## src/rtl/access_timing_ctrl_pkg.sv

```systemverilog
// Shared types and address constants for the CPU access timing sequencer.
// Imported by the decoder, the bus interface and the controller top.
package access_timing_ctrl_pkg;

  typedef enum logic [1:0] {
    SPEED_FAST,
    SPEED_SLOW,
    SPEED_XSLOW,
    SPEED_VAR
  } mem_speed_type;

  typedef enum logic [2:0] {
    ST_RUN,
    ST_REFRESH,
    ST_DMA_SYNC,
    ST_DMA,
    ST_REFRESH_DMA,
    ST_RESYNC
  } atc_state_t;

  localparam logic [15:0] MEMSEL_ADDR   = 16'h420D;
  // Inclusive upper bounds of the system-bank offset regions.
  localparam logic [15:0] SLOW_LO_END   = 16'h1FFF;
  localparam logic [15:0] FAST_LO_END   = 16'h3FFF;
  localparam logic [15:0] XSLOW_END     = 16'h41FF;
  localparam logic [15:0] FAST_HI_END   = 16'h5FFF;
  localparam logic [15:0] SLOW_HI_END   = 16'h7FFF;

  // Banks 00-3F and 80-BF carry the system map; bit 6 clear identifies both.
  function automatic logic is_sys_bank(input logic [7:0] bank);
    return !bank[6];
  endfunction

endpackage

```

## src/rtl/access_timing_ctrl_if.sv

```systemverilog
// CPU bus and DMA handshake bundle between the CPU core, DMA unit and the
// access timing controller.
interface access_timing_ctrl_if;
  import access_timing_ctrl_pkg::*;

  logic          cpu_en;
  logic [23:0]   cpu_addr;
  logic          cpu_rd;
  logic          cpu_wr;
  logic [7:0]    cpu_wdata;
  logic          mem_access;
  mem_speed_type mem_speed;
  logic          speed_change;
  logic          new_speed;
  logic          dma_req;
  logic          dma_step;
  logic          dma_done;
  logic          dma_grant;

  modport slave (
    input  cpu_en, cpu_addr, cpu_rd, cpu_wr, cpu_wdata,
    input  dma_req, dma_step, dma_done,
    output mem_access, mem_speed, speed_change, new_speed, dma_grant
  );

  modport master (
    output cpu_en, cpu_addr, cpu_rd, cpu_wr, cpu_wdata,
    output dma_req, dma_step, dma_done,
    input  mem_access, mem_speed, speed_change, new_speed, dma_grant
  );

endinterface

```

## src/rtl/access_timing_ctrl_decode.sv

```systemverilog
// Combinational address-to-speed decode for the current CPU access.
// VAR regions are resolved by the speed counter using the MEMSEL bit.
module mem_speed_decode
  import access_timing_ctrl_pkg::*;
(
  input  logic [23:0]   addr,
  output mem_speed_type speed
);

  logic [7:0]  bank;
  logic [15:0] off;

  assign bank = addr[23:16];
  assign off  = addr[15:0];

  always_comb begin
    speed = SPEED_SLOW;
    if (is_sys_bank(bank)) begin
      if (off <= SLOW_LO_END)      speed = SPEED_SLOW;
      else if (off <= FAST_LO_END) speed = SPEED_FAST;
      else if (off <= XSLOW_END)   speed = SPEED_XSLOW;
      else if (off <= FAST_HI_END) speed = SPEED_FAST;
      else if (off <= SLOW_HI_END) speed = SPEED_SLOW;
      else                         speed = bank[7] ? SPEED_VAR : SPEED_SLOW;
    end else if (bank[7]) begin
      speed = SPEED_VAR;
    end
  end

endmodule

```

## src/rtl/access_timing_ctrl.sv

```systemverilog
// Stall sequencer for the CPU speed counter: DRAM refresh, aligned DMA
// takeover and the MEMSEL fast-ROM bit.
module access_timing_ctrl
  import access_timing_ctrl_pkg::*;
#(
  parameter int REFRESH_CLKS = 40,
  parameter int DMA_ALIGN    = 8,
  parameter int RESYNC_CLKS  = 4
) (
  input  logic                  clk,
  input  logic                  reset,
  access_timing_ctrl_if.slave   bus,
  input  logic                  refresh_trig,
  output logic                  stop,
  output logic                  refresh_active,
  output logic                  memsel
);

  localparam int CTR_MAX = (REFRESH_CLKS > RESYNC_CLKS) ? REFRESH_CLKS : RESYNC_CLKS;
  localparam int CTR_W   = $clog2(CTR_MAX);
  localparam int ALIGN_W = $clog2(DMA_ALIGN);

  atc_state_t         state_q, state_d;
  logic [CTR_W-1:0]   ctr_q, ctr_d;
  logic [ALIGN_W-1:0] align_q, align_d;
  logic               refresh_pend_q, refresh_pend_d;
  logic               memsel_q, memsel_d;
  logic               enter_refresh;
  logic               memsel_hit;

  mem_speed_decode u_decode (
    .addr  (bus.cpu_addr),
    .speed (bus.mem_speed)
  );

  assign memsel_hit = is_sys_bank(bus.cpu_addr[23:16]) &&
                      (bus.cpu_addr[15:0] == MEMSEL_ADDR) &&
                      bus.cpu_wr && bus.cpu_en;

  assign bus.mem_access   = bus.cpu_rd | bus.cpu_wr;
  assign bus.speed_change = memsel_hit;
  assign bus.new_speed    = memsel_hit & bus.cpu_wdata[0];

  always_comb begin
    state_d       = state_q;
    ctr_d         = ctr_q;
    enter_refresh = 1'b0;
    align_d       = align_q + ALIGN_W'(1);
    memsel_d      = memsel_hit ? bus.cpu_wdata[0] : memsel_q;

    case (state_q)
      ST_RUN: begin
        // Transitions only at a CPU-cycle boundary so the cycle in flight completes.
        if (bus.cpu_en) begin
          if (refresh_pend_q) begin
            state_d       = ST_REFRESH;
            ctr_d         = CTR_W'(REFRESH_CLKS - 1);
            enter_refresh = 1'b1;
          end else if (bus.dma_req) begin
            state_d = ST_DMA_SYNC;
          end
        end
      end
      ST_REFRESH: begin
        if (ctr_q == '0) state_d = ST_RUN;
        else             ctr_d   = ctr_q - CTR_W'(1);
      end
      ST_DMA_SYNC: begin
        if (!bus.dma_req)                            state_d = ST_RUN;
        else if (align_q == ALIGN_W'(DMA_ALIGN - 1)) state_d = ST_DMA;
      end
      ST_DMA: begin
        if (bus.dma_done) begin
          state_d = ST_RESYNC;
          ctr_d   = CTR_W'(RESYNC_CLKS - 1);
        end else if (bus.dma_step && refresh_pend_q) begin
          state_d       = ST_REFRESH_DMA;
          ctr_d         = CTR_W'(REFRESH_CLKS - 1);
          enter_refresh = 1'b1;
        end
      end
      ST_REFRESH_DMA: begin
        if (ctr_q == '0) state_d = ST_DMA;
        else             ctr_d   = ctr_q - CTR_W'(1);
      end
      ST_RESYNC: begin
        if (ctr_q == '0) state_d = ST_RUN;
        else             ctr_d   = ctr_q - CTR_W'(1);
      end
      default: state_d = ST_RUN;
    endcase

    // A trigger landing on the clock that consumes the pending request is dropped.
    refresh_pend_d = enter_refresh ? 1'b0 : (refresh_pend_q | refresh_trig);
  end

  always_ff @(posedge clk) begin
    if (reset) begin
      state_q        <= ST_RUN;
      ctr_q          <= '0;
      align_q        <= '0;
      refresh_pend_q <= 1'b0;
      memsel_q       <= 1'b0;
    end else begin
      state_q        <= state_d;
      ctr_q          <= ctr_d;
      align_q        <= align_d;
      refresh_pend_q <= refresh_pend_d;
      memsel_q       <= memsel_d;
    end
  end

  assign stop           = (state_q != ST_RUN);
  assign bus.dma_grant  = (state_q == ST_DMA);
  assign refresh_active = (state_q == ST_REFRESH) || (state_q == ST_REFRESH_DMA);
  assign memsel         = memsel_q;

endmodule
```

## src/flat_wrapper.sv

```systemverilog
// flat-port wrapper written by rule: the top's interface ports become plain ports
module access_timing_ctrl_flat import access_timing_ctrl_pkg::*;
#(
  parameter int REFRESH_CLKS = 40,
  parameter int DMA_ALIGN    = 8,
  parameter int RESYNC_CLKS  = 4
)
  (clk, reset, refresh_trig, stop, refresh_active, memsel, bus_cpu_en, bus_cpu_addr, bus_cpu_rd, bus_cpu_wr, bus_cpu_wdata, bus_dma_req, bus_dma_step, bus_dma_done, bus_mem_access, bus_mem_speed, bus_speed_change, bus_new_speed, bus_dma_grant);
  access_timing_ctrl_if bus_i ();
  input  logic clk;
  input  logic reset;
  input  logic refresh_trig;
  output logic stop;
  output logic refresh_active;
  output logic memsel;
  input wire logic [$bits(bus_i.cpu_en)-1:0] bus_cpu_en;
  input wire logic [$bits(bus_i.cpu_addr)-1:0] bus_cpu_addr;
  input wire logic [$bits(bus_i.cpu_rd)-1:0] bus_cpu_rd;
  input wire logic [$bits(bus_i.cpu_wr)-1:0] bus_cpu_wr;
  input wire logic [$bits(bus_i.cpu_wdata)-1:0] bus_cpu_wdata;
  input wire logic [$bits(bus_i.dma_req)-1:0] bus_dma_req;
  input wire logic [$bits(bus_i.dma_step)-1:0] bus_dma_step;
  input wire logic [$bits(bus_i.dma_done)-1:0] bus_dma_done;
  output wire logic [$bits(bus_i.mem_access)-1:0] bus_mem_access;
  output wire logic [$bits(bus_i.mem_speed)-1:0] bus_mem_speed;
  output wire logic [$bits(bus_i.speed_change)-1:0] bus_speed_change;
  output wire logic [$bits(bus_i.new_speed)-1:0] bus_new_speed;
  output wire logic [$bits(bus_i.dma_grant)-1:0] bus_dma_grant;
  assign bus_i.cpu_en = bus_cpu_en;
  assign bus_i.cpu_addr = bus_cpu_addr;
  assign bus_i.cpu_rd = bus_cpu_rd;
  assign bus_i.cpu_wr = bus_cpu_wr;
  assign bus_i.cpu_wdata = bus_cpu_wdata;
  assign bus_i.dma_req = bus_dma_req;
  assign bus_i.dma_step = bus_dma_step;
  assign bus_i.dma_done = bus_dma_done;
  assign bus_mem_access = bus_i.mem_access;
  assign bus_mem_speed = bus_i.mem_speed;
  assign bus_speed_change = bus_i.speed_change;
  assign bus_new_speed = bus_i.new_speed;
  assign bus_dma_grant = bus_i.dma_grant;
  access_timing_ctrl #(.REFRESH_CLKS(REFRESH_CLKS), .DMA_ALIGN(DMA_ALIGN), .RESYNC_CLKS(RESYNC_CLKS)) u_core (.clk(clk), .reset(reset), .bus(bus_i), .refresh_trig(refresh_trig), .stop(stop), .refresh_active(refresh_active), .memsel(memsel));
endmodule
```

## config.mk

```make
export PLATFORM = sky130hd
export DESIGN_NAME = access_timing_ctrl_flat
export DESIGN_NICKNAME = d
export VERILOG_FILES = /design/src/rtl/access_timing_ctrl_pkg.sv /design/src/rtl/access_timing_ctrl_if.sv /design/src/rtl/access_timing_ctrl_decode.sv /design/src/rtl/access_timing_ctrl.sv /design/src/flat_wrapper.sv
export SDC_FILE = /design/constraint.sdc
export NUM_CORES = 1
export LEC_CHECK = 0
export ABC_AREA = 1
export CAP_MARGIN = 25
export CORE_MARGIN = 10
export CORE_UTILIZATION = 35
export CTS_CLUSTER_SIZE = 16
export DETAILED_ROUTE_END_ITERATION = 10
export GPL_ROUTABILITY_DRIVEN = 0
export GPL_TIMING_DRIVEN = 1
export PLACE_DENSITY = 0.7
export SLEW_MARGIN = 20
export SYNTH_ARGS = -nofsm -noshare
export SYNTH_HDL_FRONTEND = slang
export SYNTH_SLANG_ARGS = --single-unit
```

## constraint.sdc

```tcl
create_clock -name clk -period 3 [get_ports clk]
set_input_delay 0.6 -clock clk [delete_from_list [all_inputs] [get_ports clk]]
set_output_delay 0.6 -clock clk [all_outputs]
set_load 0.05 [all_outputs]
```

; Word-level counts from Yosys, hierarchy flattened
; Index checks and enable logic that the tools add are counted.
[word_totals]
reg_bits = 14
input_bits = 41
output_inout_bits = 9
[classes]
addsub = 2
magnitude_cmp = 5
eq_ne = 15
n_mux = 28
n_bitwise = 3
n_reduce_logical = 15
[op_table]
columns = operator, count
row1 = $le A16 B15 Y1 const B, 3
row2 = $mux W6, 5
row3 = $mux W3, 9
row4 = $pmux W6 S3, 1
row5 = $eq A16 B15 Y1 const B, 1
row6 = $le A16 B13 Y1 const B, 1
row7 = $le A16 B14 Y1 const B, 1
row8 = $pmux W3 S5, 1
row9 = $mux W2, 7
row10 = $eq A3 B3 Y1 const B, 3
row11 = $ne A3 B2 Y1 const B, 3
row12 = $eq A3 B2 Y1 const B, 2
row13 = $logic_not A6 Y1, 1
row14 = $ne A2 B1 Y1 const B, 3
row15 = $reduce_and A6 Y1, 1
row16 = $reduce_bool A3 Y1, 2
row17 = $sub A6 B1 Y6 const B, 1
row18 = $reduce_and A5 Y1, 1
row19 = $logic_and A1 B1 Y1, 4
row20 = $mux W1, 4
row21 = $ne A2 B2 Y1 const B, 2
row22 = $reduce_or A2 Y1, 2
row23 = $add A3 B1 Y3 const B, 1
row24 = $eq A3 B1 Y1 const B, 1
row25 = 7 further kinds, 8

; Longest topological paths before layout
[depth]
depth_word = 7
depth_mapped = 10
mapped_depth_nobuf = 10

; Modules after synthesis
; A second synthesis with hierarchy kept.
[hier_totals]
cells_unflattened = 182
hier_area_um2 = 1098.6
[modules_own_cells]
columns = module, n_inst, cells_each, area_each_um2
row1 = access_timing_ctrl, 1, 170, 1032.2
row2 = mem_speed_decode, 1, 12, 66.3

; Worst setup path after synthesis
; Ideal clock, no wire load.
[synth_timing]
path_kind = input port to output port
startpoint = in bus_cpu_addr[10]
endpoint = out bus_mem_speed[1]
arrival_time_ps = 1972
t_required_ps = 2400
setup_slack_ps = 428
cell_stages = 3
n_path_buf = 0
path_cell_list = nor2_1 -> nand3_1 -> o31ai_1
[synth_via]
elab_chain_cells = 7
elab_cells_between_ends = 11
cone_classes = 5 x order compare / 6 x mux
[synth_rtl]
columns = item, line_no
row1 = start: declaration, flat_wrapper.sv:17  ; input wire logic [$bits(bus_i.cpu_addr)-1:0] bus_cpu_addr;
row2 = $le A16 B15 Y1, access_timing_ctrl_decode.sv:23  ; else if (off <= SLOW_HI_END) speed = SPEED_SLOW;
row3 = $mux W2, access_timing_ctrl_decode.sv:23
row4 = $mux W2, access_timing_ctrl_decode.sv:22  ; else if (off <= FAST_HI_END) speed = SPEED_FAST;
row5 = $mux W2, access_timing_ctrl_decode.sv:21  ; else if (off <= XSLOW_END) speed = SPEED_XSLOW;
row6 = $mux W2, access_timing_ctrl_decode.sv:20  ; else if (off <= FAST_LO_END) speed = SPEED_FAST;
row7 = $mux W2 (*), access_timing_ctrl_decode.sv:19  ; if (off <= SLOW_LO_END) speed = SPEED_SLOW;
row8 = $mux W2 (*), access_timing_ctrl_decode.sv:18  ; if (is_sys_bank(bank)) begin
row9 = end: declaration, flat_wrapper.sv:25  ; output wire logic [$bits(bus_i.mem_speed)-1:0] bus_mem_speed;
; Every way passes the cells marked *; elsewhere a longest branch is shown, timed or not.

; Worst setup path in the final report
[layout_timing]
startpoint = reg u_core.state_q[2]
endpoint = out refresh_active
[layout_via]
elab_chain_cells = 2
elab_cells_between_ends = 3
cone_classes = 2 x eq/ne / 1 x reduce/logical
[layout_rtl]
columns = item, line_no
row1 = start: declaration, access_timing_ctrl.sv:23  ; atc_state_t state_q, state_d;
row2 = start signal: assignment, access_timing_ctrl.sv:105  ; state_q <= state_d;
row3 = $eq A3 B1 Y1 / $eq A3 B3 Y1 (equally long branches), access_timing_ctrl.sv:115  ; assign refresh_active = (state_q == ST_REFRESH) || (state_q == ST_REFRESH_DMA);
row4 = $logic_or A1 B1 Y1 (*), access_timing_ctrl.sv:115
row5 = end: declaration, flat_wrapper.sv:14  ; output logic refresh_active;
; Marked as above.

==> impl_metrics.csv <==
group,metric,value,unit
run_status,run_status,"completed",
yosys,syn-num-nets,220,
worst_setup_path,crit_fanout,8,
routing,vias,1165,
routing,tritonroute_pass_1_iters,4,
final_layout,n_antenna_cell,0,
routing,routed_via_density,4.74,
clock_network,tritoncts,"yes",
timing,period_minus_slack,2.64,ns
clock_network,cts.htree.levels,1,
routing,finalWirelength,2710,µm
yosys,synthesis.yosys.warnings,0,
placed_design,number_of_buffer_cells_added_on_primary_ports,36,
clock_network,clk-insertion-delay-late,0.28,ns
worst_setup_path,worst_r2r_startpoint,"u_core.ctr_q[0]",
timing,timing.fmax,0.380,GHz
power_and_ir_drop,clock_power_share,0.101,
yosys,yosys.cell_types.count,24,
floorplanning,row_count,19,
floorplanning,fp.dieArea,0.00561,mm²
yosys,synth_area_per_cell,6.03,µm²
hold_path,hold_path.class,"flip-flop to flip-flop",
worst_setup_path,critical_path_arrival,2.04,ns
global_routing,grt_first_pass_wirelength,4640,µm
timing,setup-violations-final,0,
worst_setup_path,critPathCaptureType,"output port",
timing,tightestPinTransition,0.536,ns
global_routing,groute.usage.overall,0.104,
clock_network,clk_root_buffer_cell,"sky130_fd_sc_hd__clkbuf_4",
yosys,yosysMostFrequentCell,"sky130_fd_sc_hd__nand2_1",
clock_network,cts_sinks,14,
yosys,synth_cells,175,
yosys,ys_dominant_reg_cell,"sky130_fd_sc_hd__dfxtp_1",
floorplanning,chipWidth,74.9,µm
clock_network,max-clock-path-buffers,2,
power_and_ir_drop,comb_power_share,0.664,
yosys,synth_top_cell_by_area,"sky130_fd_sc_hd__dfxtp_1",
power_and_ir_drop,power.switching_fraction,0.520,
yosys,synth_top_cells_by_count,"41 x sky130_fd_sc_hd__nand2_1, 33 x sky130_fd_sc_hd__nor2_1, 27 x sky130_fd_sc_hd__inv_1",
timing,final.setup_skew,0.00820,ns
global_routing,grt_start_max_net_pins,9,
worst_setup_path,ff2ff_setup_slack,1.55,ns
worst_setup_path,cp_data_required_time,2.40,ns
worst_setup_path,rr_worst_depth,8,
timing,period_utilization_post_route,0.878,
placed_design,detail_placement_hpwl,2320,µm
yosys,post_synth_instance_area,0.00105,mm²
yosys,yosysTopAreaCellShare,0.266,
timing,setup_tns,0,ns
yosys,postSynthRegisterBits,14,
routing,drtAntennaViolNets,0,
worst_setup_path,path_class,"flip-flop to output port",
clock_network,cts-buffers-inserted,3,
yosys,number_of_enable_type_register_cells_in_the_synthesized_netlist,0,
timing,number_of_pins_with_negative_max_slew_slack_in_the_final_report,0,
yosys,netlist_top_cells_area,"sky130_fd_sc_hd__dfxtp_1 27%, sky130_fd_sc_hd__nand2_1 15%, sky130_fd_sc_hd__nor2_1 12%",
floorplanning,floorplan.core_area,0.00283,mm²
routing,dr.first_iter.drc_count,80,
final_layout,syn_to_final_growth,43.9,%
power_and_ir_drop,p_seq_frac,0.236,
global_routing,grt_pass1_vias,1080,
clock_network,cts.reportedPaths.clkPinSlew,0.09,ns
timing,worst_hold_slack,0.422,ns
power_and_ir_drop,internal_power,0.000640,W
worst_setup_path,cp-endpoint,"refresh_active",
power_and_ir_drop,max_ir_drop_vdd,0.310,mV
clock_network,postCtsSetupRepairBufs,0,
flow_run,maxCapViolCount,0,
yosys,synth_sequential_area_ratio,0.266,
routing,remaining_drc_errors,0,
power_and_ir_drop,cellPowerDensity,878,mW/mm²
timing,report.final.hold_viol_count,0,
routing,drt-wirelength-per-cell,11.0,µm
clock_network,post_cts_hold_buffer_count,0,
floorplanning,die_height,74.9,µm
worst_setup_path,crit-reg2reg-capture,"u_core.ctr_q[5]",
worst_setup_path,critical_path.startpoint_type,"flip-flop",
global_routing,leftover_overflow_at_the_end_of_global_routing,0,
hold_path,worstHoldPathCells,1,
floorplanning,start_util,0.373,
timing,rsz0062_at_grt,"no",
timing,slew-limit-headroom,0.641,
worst_setup_path,timing.critical_path.from,"u_core.state_q[2]",
final_layout,layout-drive-gt1-share,0.107,
final_layout,fin_nets,261,
power_and_ir_drop,power.static_leakage,0.736,nW
floorplanning,io_pins,50,
power_and_ir_drop,p_switching,0.000693,W
clock_network,cts_resized,0,
global_routing,antenna_found_initial,0,
yosys,synth-async-reset-ratio,0,
## power by group through the flow
| stage | Combinational (W) | Sequential [W] | Clock [W] |
|---|---|---|---|
| 6_report | 0.000885 | 0.000314 | 0.000134 |
| 2_1_floorplan | 0.000680 | 0.000303 | 0 |
| 5_1_grt | 0.000998 | 0.000324 | 0.000150 |
| 3_3_place_gp | 0.000873 | 0.000319 | 0 |
| 3_5_place_dp | 0.000881 | 0.000318 | 0 |
| 4_1_cts | 0.000885 | 0.000314 | 0.000143 |
## metal layers
layer  GRT usage  up-vias  wire length (µm)  part of all wire
li1            -      631                 -                 -
met1       0.120      486              1180              0.44
met2       0.148       46              1110              0.41
met3      0.0723        2               377              0.14
met4      0.0378        0                34             0.013
met5           0        -                 0                 0
## placed cells by master, fill, tap and decap left out
cell type,n
sky130_fd_sc_hd__or2_2,1
sky130_fd_sc_hd__nand3_2,2
sky130_fd_sc_hd__nand3_1,15
sky130_fd_sc_hd__a21oi_1,10
sky130_fd_sc_hd__and3_1,1
sky130_fd_sc_hd__nor3_1,1
sky130_fd_sc_hd__o31ai_1,1
sky130_fd_sc_hd__nor2_1,33
sky130_fd_sc_hd__o211ai_1,1
sky130_fd_sc_hd__nand2_1,41
sky130_fd_sc_hd__clkbuf_4,3
sky130_fd_sc_hd__clkbuf_8,1
sky130_fd_sc_hd__nor2_2,2
sky130_fd_sc_hd__nand4_1,3
sky130_fd_sc_hd__clkdlybuf4s50_1,32
sky130_fd_sc_hd__buf_4,1
sky130_fd_sc_hd__dfxtp_1,14
sky130_fd_sc_hd__nand3_4,1
sky130_fd_sc_hd__inv_2,4
sky130_fd_sc_hd__nand3b_1,1
sky130_fd_sc_hd__nor2_4,3
sky130_fd_sc_hd__xnor2_1,1
sky130_fd_sc_hd__o21ai_0,5
sky130_fd_sc_hd__o32ai_1,1
sky130_fd_sc_hd__ha_1,4
sky130_fd_sc_hd__inv_1,27
sky130_fd_sc_hd__buf_12,3
sky130_fd_sc_hd__nor3b_1,1
sky130_fd_sc_hd__nand2_2,2
## sequential cells by signal, summed over array words and instances (netlist names)
name and cells:
u_core.memsel 1, u_core.refresh_pend_q 1, u_core.align_q 3, u_core.ctr_q 6, u_core.state_q 3
## worst min path at each step
stage                            startpoint           endpoint  slack (ns)
after global placement    u_core.align_q[0]  u_core.align_q[0]        0.41
after detailed placement  u_core.align_q[0]  u_core.align_q[0]        0.42
final                     u_core.align_q[0]  u_core.align_q[0]        0.42
after floorplan           u_core.align_q[0]  u_core.align_q[0]        0.39
after global routing      u_core.align_q[0]  u_core.align_q[0]        0.46
after CTS                 u_core.align_q[0]  u_core.align_q[0]        0.43
## through the flow
step | cells | utilization | power, W | setup slack, ns | cell area (µm²)
floorplan | 175 | - | 0.000983 | 0.428 | 1050
global placement | 242 | 0.524 | 0.00119 | 0.385 | 1480
detailed placement | 242 | 0.524 | 0.00120 | 0.387 | 1480
CTS | 246 | 0.536 | 0.00134 | 0.349 | 1520
global route | 246 | 0.536 | 0.00147 | 0.205 | 1520
finish | 246 | 0.536 | 0.00133 | 0.365 | 1520
## kinds of logic (layout without fill, tap and decap cells)
family | count (synthesis) | after routing | synth area share
AOI/OAI and AO/OA | 18 | 18 | 0.0937
xor gates and xnor gates | 1 | 1 | 0.00831
adders and majority gates | 4 | 4 | 0.0475
buffers and inverters | 31 | 71 | 0.110
DFF | 14 | 14 | 0.266
and+or+nand+nor | 107 | 107 | 0.475
## worst max-delay path, cell delays in order (launching register included)
cell	delay [ns]
sky130_fd_sc_hd__dfxtp_1	0.51
sky130_fd_sc_hd__nor2_4	0.12
sky130_fd_sc_hd__inv_1	0.10
sky130_fd_sc_hd__nand2_2	0.09
sky130_fd_sc_hd__a21oi_1	0.13
sky130_fd_sc_hd__clkdlybuf4s50_1	0.82
## layout make-up
cell class,count,area [µm²]
fillers,281,1310
multi-input cells,130,658
repair buffers,36,388
flip-flops and latches,14,280
inverters,31,116
well taps,31,38.8
clock buffers,4,36.3
Power figures use the tool's default switching activity.
